**src/rtl/tmr_vote_monitor.sv**
```systemverilog
// Registered bitwise majority voter for a triplicated bus, with per-lane
// disagreement telemetry, persistence-based stuck-lane detection and a req/ack clear.
module tmr_vote_monitor #(
  parameter int unsigned WIDTH   = 8,
  parameter int unsigned CNT_W   = 16,
  parameter int unsigned PERSIST = 4
) (
  input  logic             clk,
  input  logic             rst,
  input  logic             in_valid,
  input  logic [WIDTH-1:0] in_a,
  input  logic [WIDTH-1:0] in_b,
  input  logic [WIDTH-1:0] in_c,
  output logic             out_valid,
  output logic [WIDTH-1:0] out_data,
  output logic             err_now,
  output logic             multi_err,
  output logic [2:0]       err_lane,
  output logic [2:0]       lane_stuck,
  output logic [CNT_W-1:0] err_cnt,
  input  logic             clr_req,
  output logic             clr_ack
);

  localparam logic [7:0] PERSIST_C = 8'(PERSIST);

  typedef enum logic [1:0] {S_IDLE, S_CLEAR, S_ACK} state_e;

  state_e state_q, state_d;
  logic   clr_phase;

  logic             valid_q;
  logic [WIDTH-1:0] data_q, data_d;
  logic             err_now_q;
  logic             multi_q, multi_d;
  logic [2:0]       lane_q, lane_d;
  logic [2:0]       stuck_q, stuck_d;
  logic [CNT_W-1:0] cnt_q, cnt_d, cnt_base;
  logic [7:0]       pcnt_q [3];
  logic [7:0]       pcnt_d [3];
  logic [7:0]       pbase  [3];
  logic [2:0]       stuck_set;

  logic [WIDTH-1:0] maj;
  logic [2:0]       wrong;
  logic             beat_err, beat_multi;

  always_ff @(posedge clk) begin
    if (rst) state_q <= S_IDLE;
    else     state_q <= state_d;
  end

  always_comb begin
    state_d = state_q;
    unique case (state_q)
      S_IDLE:  if (clr_req) state_d = S_CLEAR;
      S_CLEAR: state_d = S_ACK;
      S_ACK:   if (!clr_req) state_d = S_IDLE;
      default: state_d = S_IDLE;
    endcase
  end

  always_comb begin
    clr_ack   = (state_q == S_ACK);
    clr_phase = (state_q == S_CLEAR);
  end

  always_comb begin
    maj        = (in_a & in_b) | (in_a & in_c) | (in_b & in_c);
    wrong[0]   = |(in_a ^ maj);
    wrong[1]   = |(in_b ^ maj);
    wrong[2]   = |(in_c ^ maj);
    beat_err   = in_valid & (|wrong);
    beat_multi = in_valid & ((wrong[0] & wrong[1]) | (wrong[0] & wrong[2]) |
                             (wrong[1] & wrong[2]));
  end

  // In the CLEAR cycle every accumulator starts from zero, so only this
  // cycle's beat contributes to the loaded value.
  always_comb begin
    data_d   = in_valid ? maj : data_q;
    cnt_base = clr_phase ? '0 : cnt_q;
    cnt_d    = cnt_base;
    if (beat_err && (cnt_base != '1)) cnt_d = cnt_base + CNT_W'(1);
    lane_d   = (clr_phase ? 3'b000 : lane_q) | (in_valid ? wrong : 3'b000);
    multi_d  = (clr_phase ? 1'b0 : multi_q) | beat_multi;

    stuck_set = '0;
    for (int unsigned i = 0; i < 3; i++) begin
      pbase[i]  = clr_phase ? 8'd0 : pcnt_q[i];
      pcnt_d[i] = pbase[i];
      if (in_valid) begin
        if (wrong[i]) begin
          if (pbase[i] != PERSIST_C) begin
            pcnt_d[i] = pbase[i] + 8'd1;
            if ((pbase[i] + 8'd1) == PERSIST_C) stuck_set[i] = 1'b1;
          end
        end else begin
          pcnt_d[i] = 8'd0;
        end
      end
    end
    stuck_d = (clr_phase ? 3'b000 : stuck_q) | stuck_set;
  end

  always_ff @(posedge clk) begin
    if (rst) begin
      valid_q   <= 1'b0;
      data_q    <= '0;
      err_now_q <= 1'b0;
      multi_q   <= 1'b0;
      lane_q    <= '0;
      stuck_q   <= '0;
      cnt_q     <= '0;
      pcnt_q    <= '{default: '0};
    end else begin
      valid_q   <= in_valid;
      data_q    <= data_d;
      err_now_q <= beat_err;
      multi_q   <= multi_d;
      lane_q    <= lane_d;
      stuck_q   <= stuck_d;
      cnt_q     <= cnt_d;
      pcnt_q    <= pcnt_d;
    end
  end

  assign out_valid  = valid_q;
  assign out_data   = data_q;
  assign err_now    = err_now_q;
  assign multi_err  = multi_q;
  assign err_lane   = lane_q;
  assign lane_stuck = stuck_q;
  assign err_cnt    = cnt_q;

endmodule

```
**config.mk**
```make
export PLATFORM = sky130hd
export DESIGN_NAME = tmr_vote_monitor
export DESIGN_NICKNAME = d
export VERILOG_FILES = /design/src/rtl/tmr_vote_monitor.sv
export SDC_FILE = /design/constraint.sdc
export NUM_CORES = 1
export LEC_CHECK = 0
export ABC_AREA = 1
export BUFFER_PORTS_ARGS = -buffer_cell sky130_fd_sc_hd__buf_4
export CORE_UTILIZATION = 58
export DETAILED_ROUTE_END_ITERATION = 10
export MAX_ROUTING_LAYER = met4
export PLACE_DENSITY = 0.85
export REMOVE_ABC_BUFFERS = 1
export SETUP_SLACK_MARGIN = 0.4
export SYNTH_ARGS = -nofsm -noshare
export SYNTH_HDL_FRONTEND = slang
export SYNTH_SLANG_ARGS = --single-unit
```
**constraint.sdc**
```tcl
create_clock -name clk -period 2.9 [get_ports clk]
set_input_delay 0.58 -clock clk [delete_from_list [all_inputs] [get_ports clk]]
set_output_delay 0.58 -clock clk [all_outputs]
set_load 0.01 [all_outputs]
```
# --- After elaboration in Yosys (flattened, before gate mapping) ---
# Index checks and enable logic that the tools add are counted.
totals:
  register_bits: 59
  latch_bits: 0
  ram_bits: 0
  romBits: 0
  in_bits: 28
  memories: 0
op_classes:
  addsub: 4
  multipliers: 0
  div: 0
  n_lt_le_gt_ge: 0
  n_eq_ne: 11
  n_shift: 0
  mux: 33
  bitwise_logic: 18
  reduce_logical: 7
op_table:
  columns: ["op", "count"]
  rows:
  - ["$mux 8", 12]
  - ["$mux 16", 2]
  - ["$add 8x1->8 const B", 3]
  - ["$and 8x8->8", 3]
  - ["$eq 8x3->1 const B", 3]
  - ["$ne 8x3->1 const B", 3]
  - ["$reduce_or 24->1", 1]
  - ["$reduce_or 8->1", 3]
  - ["$xor 8x8->8", 3]
  - ["$add 16x1->16 const B", 1]
  - ["$ne 16x16->1 const B", 1]
  - ["$or 8x8->8", 2]
  - ["$mux 1", 13]
  - ["$mux 3", 3]
  - ["$or 3x3->3", 2]
  - ["$pmux 2 s3", 1]
  - ["$and 1x1->1", 5]
  - ["$mux 2", 2]
  - ["$ne 2x2->1 const B", 2]
  - ["$or 1x1->1", 3]
  - ["$eq 2x1->1 const B", 1]
  - ["$eq 2x2->1 const B", 1]
  - ["$logic_not 2->1", 1]
  - ["$reduce_and 2->1", 1]
  - ["$logic_and 1x1->1", 1]

# --- Longest topological paths before layout ---
# Gate-level depths: netlist (run 1).
logic_depth:
  depth_word: 10
  depth_mapped: 17
  depth_no_buf: 14

# --- Worst setup path after synthesis (run 1) ---
# Ideal clock, no wire load.
synth_path:
  path_kind: "reg2reg"
  startpoint: "register state_q[1]"
  endpoint: "register cnt_q[7], in the netlist err_cnt[7]"
  setup_time_ns: 0.069
  arrival_ns: 2.246
  required_time_ns: 2.831
  slack_ns: 0.585
  path_stages_with_launch: 18
  n_path_buf: 4
  synth_period_minus_slack_ns: 2.315
  path_cell_list: "dfxtp_1 > inv_2 > nand2_2 > buf_6 > buf_6 > buf_2 > nand2_1 > inv_1 > ha_1 > nand2_1 > nor3_2 > nand2_2 > inv_2 > nand4_4 > nand3_4 > buf_8 > nand2_2 > a21oi_2"
synth_between:
  elab_chain_cells: 5
  elab_cells_between_ends: 6
  classes_between: "add/sub: 1; eq/ne: 2; mux: 2; reduce/logical: 1"
synth_lines:
  columns: ["item", "line_no", "source"]
  rows:
  - ["start, declared", "29", "state_e state_q, state_d;"]
  - ["start signal, assigned", "50", "else state_q <= state_d;"]
  - ["$eq 2x1->1 (*)", "65", "clr_phase = (state_q == S_CLEAR);"]
  - ["$mux 16 (*)", "82", "cnt_base = clr_phase ? '0 : cnt_q;"]
  - ["parallel branches: the longest is 2 deep, another holds $add 16x1->16", null, null]
  - ["$mux 16 (*)", "84", "if (beat_err && (cnt_base != '1)) cnt_d = cnt_base + CNT_W'(1);"]
  - ["end signal, assigned", "123", "cnt_q <= cnt_d;"]
  - ["end, declared", "38", "logic [CNT_W-1:0] cnt_q, cnt_d, cnt_base;"]
# Every way passes the cells marked *.
# A chain may end at the register's enable or synchronous reset.

# --- Worst setup path after layout (run 1) ---
# Same ends and word-level chain as after synthesis.

==> summary.txt, run 1 <==
Dominant cells by area after synthesis - dfxtp_1, nand2_1, nand3_1
Synth async-reset ratio - 0
Tightest Pin Transition - 496 ps
Post-synth top area share - 0.295
Global Route met3 Usage - 0.0603
Hold wc startpoint - multi_err
Setup CP Type - flip-flop to flip-flop
Final wirelength - 10.2 mm
FF-to-FF setup slack - 650 ps
Peak VDD IR - 0.233 mV
Post-DP HPWL - 7.14 mm
DIE WIDTH - 85.1 um
Yosys cell types - 36
Crit-path max FO - 6
Yosys reg bits - 59
Slew Viols, Final - 0
Crit path time final - 2250 ps
Number of buffers added on ports - 61
R2R Path End - err_cnt[7]
First-pass DRT Iterations - 5
Worst EP required - 3180 ps
Synth warn - 0
Rows - 29
Core area - 6490 sq um
Final setup fails - 0
Leakage - 0.00219 uW
Via-to-Cell Ratio - 5.55
GRT Util Overall - 0.293
Hold Vio Cnt, Final - 0
Most frequent cells after synthesis - nand2_1, nand3_1, inv_1
DP Cell Count - 764
Achievable frequency - 0.445 GHz
Post-route setup TNS - 0 ps
Fillers - 557
Hold Crit Class - flip-flop to flip-flop
M2 GR Usage - 0.482
Fin nets - 737
Main synth FF type - dfxtp_1
Cell taking the most area after synthesis - dfxtp_1
FF-to-FF path depth - 14
Pwr Density - 398 nW/um^2
Root Buffer - clkbuf_8
Mean area per synthesized cell - 6.23 sq um
Initial antenna violation count - 0
Reg2Reg Launch Point - state_q[1]
CP Launch Type - flip-flop
Hold buffers post-CTS - 0
Vias in the first global route - 3844
Initial Utilization - 0.617
Die H - 85.1 um
Synth Instances - 643
Area grow syn2layout - 17.8%
Num CTS Buffers - 9
DR WL/cell - 12.9 um
Clock slew seen by the registers of the worst setup and hold paths - 70 ps
DRC - 0
Share of cells above drive strength 1 - 0.203
Worst Setup SP - state_q[1]
Top-count cell post-synth - nand2_1
Die area - 7240 sq um
Headroom to the max-slew limit - 0.669
Final antenna-violating net count - 0
Crit share post-route - 0.775
Largest net degree at the start of global routing - 43
Top-Level Pins - 62
Routability cong. - 0.930
Global routing's busiest layer - met2
Crit end category - flip-flop
Max-cap violations - 0
Clock buffer depth - 2
CP arrival - 2530 ps
RSZ-0062 raised after global routing - false
FF+latch area - 1180 sq um
Post-Syn Area - 4010 sq um
Post-Layout Cell Count - 787
Vias - 4365
Number of synthesized flops with an enable pin - 0
Multi-input logic area - 2400 sq um
Diode count - 0
CTS Sinks - 59
First-pass GRT wire length - 16.7 mm
Sequential element share of the synthesized area - 0.295
Status - finished, final reports clean
Number of DRC markers in iteration 0 - 330
Insertion delay to the later sink of the worst-skew pair - 350 ps
H-tree depth - 3
Worst setup path end - err_cnt[7]
Met1 usage in global routing - 0.364
CTS tree - built
Final setup skew - 8.82 ps
Total congestion overflow - 0
-- state kept, by name, summed over array words and instances, names as in the netlist --
| register | cells |
|---|---|
| err_cnt | 16 |
| out_data | 8 |
| out_valid | 1 |
| err_now | 1 |
| err_lane | 3 |
| state_q | 2 |
| pcnt_q | 24 |
| multi_err | 1 |
| lane_stuck | 3 |
-- metrics by stage --
stage	power, uW	util	worst slack [ps]	cell area [sq um]	hold slack, ps
2_1_floorplan	1050	-	340	3870	470
3_3_place_gp	1180	0.688	557	4470	458
3_5_place_dp	1190	0.688	495	4470	460
4_1_cts	1880	0.715	471	4640	471
5_1_grt	1960	0.727	475	4720	498
6_report	1880	0.727	654	4720	468
-- worst min path at each step --
stage | depth (start not counted) | endpoint | slack [ps]
2_1_floorplan | 2 | pcnt_q[17] | 470
3_3_place_gp | 2 | lane_stuck[0] | 460
5_1_grt | 2 | lane_stuck[0] | 500
4_1_cts | 2 | multi_err | 470
6_report | 2 | multi_err | 470
3_5_place_dp | 2 | multi_err | 460
-- area by class of cell --
cell class	instances	area share
repair buffers	72	0.118
well taps	77	0.0204
clock inverters	7	0.0111
multi-input cells	482	0.510
inverters	81	0.0644
clock buffers	9	0.0262
flip-flops and latches	59	0.250
-- worst max-delay path: stages, from the launching register on --
cell	delay [ps]
dfxtp_1	360
inv_2	60
nand2_2	130
nand2_1	110
inv_1	120
ha_1	200
nand2_1	110
nor3_4	290
nand2_2	120
inv_2	90
nand4_4	140
nand3_4	170
buf_12	140
nand2_2	50
a21oi_2	110
-- cell usage in the layout, fill, tap and decap left out, types with 3 or more instances in the layout --
master	Yosys	final
inv_2	12	12
nand2_2	16	16
nand2_1	163	163
inv_1	68	68
clkbuf_8	0	9
dfxtp_1	59	59
a21oi_2	8	8
ha_1	4	4
nand3_2	5	6
nor2_1	61	61
o21ai_0	34	34
o22ai_1	4	4
xor2_1	4	4
xnor2_1	4	4
clkinvlp_4	0	4
a21oi_1	46	46
buf_4	2	70
nand3_1	85	85
nor2_4	3	3
nand3b_1	5	5
nor2_2	7	7
nand4_1	17	17
-- routing by layer --
layer | wire length, um | vias to the layer above
met2 | 4920 | 153
met5 | 0 | -
li1 | - | 2234
met4 | 107 | 0
met3 | 681 | 9
met1 | 4450 | 1969
-- report_power, final --
part / switching, uW / total [uW] / internal (uW)
combinational: 202 / 327 / 124
clock: 377 / 691 / 313
sequential: 19.9 / 859 / 839
total: 600 / 1880 / 1280
-- kinds of logic (layout without fill, tap and decap cells) --
kind of cell	Yosys count	after routing	share of synthesized area
XOR/XNOR	8	8	0.0175
flip-flops	59	59	0.295
AND/OR/NAND/NOR	373	374	0.436
adder cells (fa/ha/maj)	4	4	0.0125
buffers and inverters	103	169	0.109
AO/OA/AOI/OAI	96	96	0.130
-- timing repair --
item,4_1_cts,5_1_grt
gates resized for setup,0,2
endpoints found under the hold margin,0,0
setup endpoints to repair,0,15
setup buffers,0,6
(Power assumes the default switching activity.)
==> inputs of run 2 (changes only) <==
Clock period 2.9 ns to 2.26 ns, I/O delays scaled along.
==> summary.txt, run 2 (synthesized netlist as in run 1, its figures left out) <==
Status - finished, final reports clean (unchanged)
Hold Crit Class - input pin to flip-flop (was flip-flop to flip-flop)
Place WS - 157 ps (was 495 ps)
Hold slack - 397 ps (was 468 ps)
Slew Viols, Final - 0 (unchanged)
Core area - 6490 sq um (unchanged)
Hold Path End - err_cnt[11] (was multi_err)
Crit path time final - 2070 ps (was 2250 ps)
Pwr Density - 527 nW/um^2 (was 398 nW/um^2)
Setup CP Type - flip-flop to flip-flop (unchanged)
H-tree depth - 3 (unchanged)
Achievable frequency - 0.483 GHz (was 0.445 GHz)
GRT Util Overall - 0.331 (was 0.293)
DRC - 0 (unchanged)
Insertion delay to the later sink of the worst-skew pair - 350 ps (about the same)
RSZ-0062 raised after global routing - true (was false)
Initial Utilization - 0.617 (unchanged)
Max-cap violations - 0 (unchanged)
Vias in the first global route - 4205 (was 3844)
Worst setup margin - 191 ps (was 654 ps)
FF-to-FF path depth - 14 (unchanged)
Top-Level Pins - 62 (unchanged)
CTS tree - built (unchanged)
Most common cell after layout, fill and taps aside - nand2_1 (unchanged)
CTS Sinks - 59 (unchanged)
Number of DRC markers in iteration 0 - 481 (was 330)
Post-Layout Cell Count - 809 (was 787)
Root Buffer - clkbuf_8 (unchanged)
Register with the most flip-flops - pcnt_q (unchanged)
Most frequent cells in the layout - nand2_1, buf_4, nand3_1, inv_1, dfxtp_1 (was nand2_1, nand3_1, buf_4, inv_1, nor2_1)
Die area - 7240 sq um (unchanged)
DR WL/cell - 15.3 um (was 12.9 um)
Routability cong. - 0.908 (was 0.930)
Post-DP HPWL - 7.17 mm (was 7.14 mm)
Crit end category - flip-flop (unchanged)
R2R Path End - err_cnt[8] (was err_cnt[7])
Fin nets - 759 (was 737)
Worst Setup SP - state_q[1] (unchanged)
Via-to-Cell Ratio - 5.83 (was 5.55)
Hold Vio Cnt, Final - 0 (unchanged)
Final setup fails - 0 (unchanged)
Vias - 4718 (was 4365)
Max reg flops - 24 (unchanged)
Initial antenna violation count - 0 (unchanged)
Clock slew seen by the registers of the worst setup and hold paths - 80 ps (was 70 ps)
CP arrival - 2300 ps (was 2530 ps)
Total congestion overflow - 0 (unchanged)
Final antenna-violating net count - 0 (unchanged)
Clock buffer depth - 2 (unchanged)
CP Launch Type - flip-flop (unchanged)
Post-route setup TNS - 0 ps (unchanged)
Crit-path max FO - 7 (was 6)
Tightest Pin Transition - 534 ps (was 496 ps)
DIE WIDTH - 85.1 um (unchanged)
Die H - 85.1 um (unchanged)
Share of cells above drive strength 1 - 0.268 (was 0.203)
Area grow syn2layout - 28.3% (was 17.8%)
Hold depth - 2 (unchanged)
Crit share post-route - 0.915 (was 0.775)
Hold wc startpoint - rst (was multi_err)
Diode count - 0 (unchanged)
FF-to-FF setup slack - 190 ps (was 650 ps)
Final setup skew - 12.1 ps (was 8.82 ps)
Peak VDD IR - 0.361 mV (was 0.233 mV)
Worst EP required - 2490 ps (was 3180 ps)
Number of buffers added on ports - 61 (unchanged)
Rows - 29 (unchanged)
Largest net degree at the start of global routing - 36 (was 43)
Hold buffers post-CTS - 0 (unchanged)
Num CTS Buffers - 9 (unchanged)
Reg2Reg Launch Point - state_q[1] (unchanged)
First-pass GRT wire length - 18.6 mm (was 16.7 mm)
Headroom to the max-slew limit - 0.644 (was 0.669)
First-pass DRT Iterations - 5 (unchanged)
Final wirelength - 12.4 mm (was 10.2 mm)
Leakage - 0.00238 uW (was 0.00219 uW)
DP Cell Count - 767 (was 764)
[run 2: changes by cell type in the layout (fill, tap and decap cells not counted), moves of 4 or more]
cell     change
buf_4       +16
inv_1        -4
nand2_1      -9
nand2_2      +6
nand3_1      -4
nor2_1       -5
nor2_4       +4
[run 2: report_power, final]
| group | switching, uW | internal [uW] |
|---|---|---|
| logic | 297 | 198 |
| clock network | 458 | 650 |
| registers | 29.4 | 1080 |
[run 2: final cells by class]
class	count	area [sq um]
fillers	442	1350
repair buffers	94	790
clock inverters	6	88.8
well taps	77	96.3
flip-flops and latches	59	1190
multi-input cells	482	2540
inverters	81	307
clock buffers	10	138
[run 2: timing repair]
| action | CTS | global route |
|---|---|---|
| cloned | 3 | 0 |
| setup endpoints to repair | 35 | 37 |
| hold endpoints to repair | 0 | 0 |
| gates resized for setup | 18 | 33 |
| pin swaps | 3 | 21 |
| buffers inserted | 8 | 15 |
[run 2: routing by layer]
metal	GRT usage	wire (um)	vias up
li1	-	-	2269
met3	0.0418	1030	74
met5	-	0	-
met2	0.534	5790	271
met1	0.394	5050	2104
met4	0.199	548	0
[run 2: how the worst max path moves through the flow]
stage	end	slack (ps)	depth (start not counted)
floorplan	err_cnt[4]	-300	14
global placement	pcnt_q[14]	240	11
detailed placement	err_cnt[0]	160	13
CTS	err_cnt[1]	410	12
global route	err_cnt[14]	110	14
finish	err_cnt[8]	190	14
[run 2: metrics by stage]
step / area (sq um) / util / power, uW
after floorplan: 3870 / - / 1340
after global placement: 4500 / 0.693 / 1520
after detailed placement: 4500 / 0.693 / 1530
after CTS: 4930 / 0.760 / 2650
after global routing: 5140 / 0.792 / 2800
final: 5140 / 0.792 / 2710
[run 2: critical path: stages (launching register included)]
cell     delay (ps)
dfxtp_2         350
inv_2            60
nand2_4         130
nand2_4          80
inv_4            90
ha_4            160
nand2_4          60
nor3_4          240
nand2_2         100
inv_2            90
nand4_4         110
buf_12          170
buf_8           130
nand4_1         110
a21oi_2          80
==> inputs of run 3 (changes only) <==
Settings changed: GPL_TIMING_DRIVEN set to 0.
==> summary.txt, run 3 (synthesized netlist as in run 1, its figures left out) <==
R2R Path End - pcnt_q[6] (was err_cnt[8])
DR WL/cell - 15.4 um (was 15.3 um)
Sw Pwr - 768 uW (was 784 uW)
Area grow syn2layout - 25.9% (was 28.3%)
CTS Sinks - 59 (unchanged)
Routability cong. - 0.863 (was 0.908)
Hold wc startpoint - clr_req (was rst)
Headroom to the max-slew limit - 0.575 (was 0.644)
Core area - 6490 sq um (unchanged)
RSZ-0062 raised after global routing - true (unchanged)
Register with the most flip-flops - pcnt_q (unchanged)
Max reg flops - 24 (unchanged)
Die area - 7240 sq um (unchanged)
First-pass DRT Iterations - 5 (unchanged)
FF-to-FF setup slack - 350 ps (was 190 ps)
Pwr Density - 487 nW/um^2 (was 527 nW/um^2)
Via-to-Cell Ratio - 6.06 (was 5.83)
Largest net degree at the start of global routing - 47 (was 36)
Top-Level Pins - 62 (unchanged)
Global routing's busiest layer - met2 (unchanged)
M2 GR Usage - 0.562 (was 0.534)
CP Launch Type - flip-flop (unchanged)
Final setup fails - 0 (unchanged)
Initial antenna violation count - 0 (unchanged)
Hold buffers post-CTS - 0 (unchanged)
GRT Util Overall - 0.341 (was 0.331)
Clock slew seen by the registers of the worst setup and hold paths - 60 ps (was 80 ps)
Hold depth - 3 (was 2)
DIE WIDTH - 85.1 um (unchanged)
Peak VDD IR - 0.284 mV (was 0.361 mV)
Vias - 4870 (was 4718)
CP arrival - 2180 ps (was 2300 ps)
Hold Crit Class - input pin to flip-flop (unchanged)
Crit end category - flip-flop (unchanged)
Most frequent cells in the layout - nand2_1, nand3_1, buf_4, inv_1, dfxtp_1 (was nand2_1, buf_4, nand3_1, inv_1, dfxtp_1)
Reg2Reg Launch Point - state_q[1] (unchanged)
Clock power share - 0.346 (was 0.409)
Hold Vio Cnt, Final - 0 (unchanged)
Crit share post-route - 0.845 (was 0.915)
Worst EP required - 2530 ps (was 2490 ps)
Leakage - 0.00230 uW (was 0.00238 uW)
Fillers - 462 (was 442)
H-tree depth - 3 (unchanged)
Insertion delay to the later sink of the worst-skew pair - 350 ps (about the same)
Diode count - 0 (unchanged)
Post-route setup TNS - 0 ps (unchanged)
Rows - 29 (unchanged)
Final wirelength - 12.3 mm (was 12.4 mm)
FF-to-FF path depth - 12 (was 14)
Num CTS Buffers - 9 (unchanged)
Reg power frac - 0.451 (was 0.408)
Achievable frequency - 0.524 GHz (was 0.483 GHz)
CTS tree - built (unchanged)
Most common cell after layout, fill and taps aside - nand2_1 (unchanged)
Combinational Power Share - 0.203 (was 0.183)
Crit path time final - 1910 ps (was 2070 ps)
Share of cells above drive strength 1 - 0.256 (was 0.268)
Final Core Density - 0.777 (was 0.792)
Fin nets - 754 (was 759)
Number of DRC markers in iteration 0 - 418 (was 481)
Pint - 1690 uW (was 1930 uW)
Die H - 85.1 um (unchanged)
Root Buffer - clkbuf_8 (unchanged)
Tightest Pin Transition - 637 ps (was 534 ps)
Met1 usage in global routing - 0.397 (was 0.394)
Global Route met3 Usage - 0.0486 (was 0.0418)
Post-DP HPWL - 6.90 mm (was 7.17 mm)
Max-cap violations - 0 (unchanged)
Final setup skew - 10.1 ps (was 12.1 ps)
Number of buffers added on ports - 61 (unchanged)
Hold Path End - state_q[1] (was err_cnt[11])
Crit-path max FO - 7 (unchanged)
Setup CP Type - flip-flop to flip-flop (unchanged)
First-pass GRT wire length - 19.2 mm (was 18.6 mm)
Initial Utilization - 0.617 (unchanged)
DRC - 0 (unchanged)
Status - finished, final reports clean (unchanged)
Final antenna-violating net count - 0 (unchanged)
Clock buffer depth - 2 (unchanged)
Slew Viols, Final - 0 (unchanged)
Sw Share - 0.313 (was 0.290)
Vias in the first global route - 4406 (was 4205)
Total congestion overflow - 0 (unchanged)
run 3: cell count changes in the layout (fill, tap and decap cells not counted), moves of 3 or more:
cell     change
nand3_2      -3
nor2_1       -4
nor2_4       +3
nand2_8      +3
buf_4        -7
run 3: area by class of cell:
type	instances	area (sq um)	share of cell area
multi-input cells	484	2580	0.512
flip-flops and latches	59	1190	0.236
clock buffers	12	145	0.0288
well taps	77	96.3	0.0191
inverters	81	315	0.0625
clock inverters	3	15.0	0.00298
repair inverters	1	5.00	0.000992
repair buffers	86	698	0.138
run 3: metal layers:
layer / vias to the layer above / share of wire
li1: 2259 / -
met1: 2214 / 0.39
met3: 69 / 0.096
met5: - / 0
met2: 328 / 0.47
met4: 0 / 0.043
run 3: worst max-delay path by stage:
| stage | from | to | cells past startpoint |
|---|---|---|---|
| floorplan | state_q[1] | err_cnt[4] | 14 |
| global placement | state_q[1] | err_cnt[4] | 14 |
| detailed placement | state_q[1] | err_cnt[4] | 14 |
| CTS | state_q[1] | lane_stuck[1] | 11 |
| global route | state_q[1] | lane_stuck[1] | 10 |
| finish | state_q[1] | pcnt_q[6] | 12 |
run 3: power by group through the flow:
stage	clock network, uW	registers [uW]	logic (uW)
floorplan	0	1130	207
global placement	0	1120	382
detailed placement	0	1130	394
CTS	849	1110	448
global route	904	1110	538
finish	850	1110	498
run 3: stage by stage:
stage                     hold WS, ps  instances  total power, uW  setup WS, ps  area [sq um]
after floorplan                   470        621             1340          -300          3870
after global placement            454        759             1510          -854          4430
after detailed placement          461        759             1520          -937          4430
after CTS                         348        796             2400           400          4880
after global routing              375        803             2550           276          5040
final                             371        803             2450           350          5040
run 3: critical path: stages (launching register included):
cell,delay [ps]
dfxtp_4,380
buf_4,150
nor2_4,60
nor2_4,140
inv_1,90
ha_1,180
nand4_1,80
nor2_1,50
nand3_2,90
inv_2,70
nor2_4,200
nand2_1,140
a21oi_2,180
run 3: what timing repair did:
item                       in CTS  in global routing
resized for setup              25                 30
setup endpoints to repair      43                 37
gates cloned                    4                  0
setup buffers                  18                  7
pin swaps                       8                 14
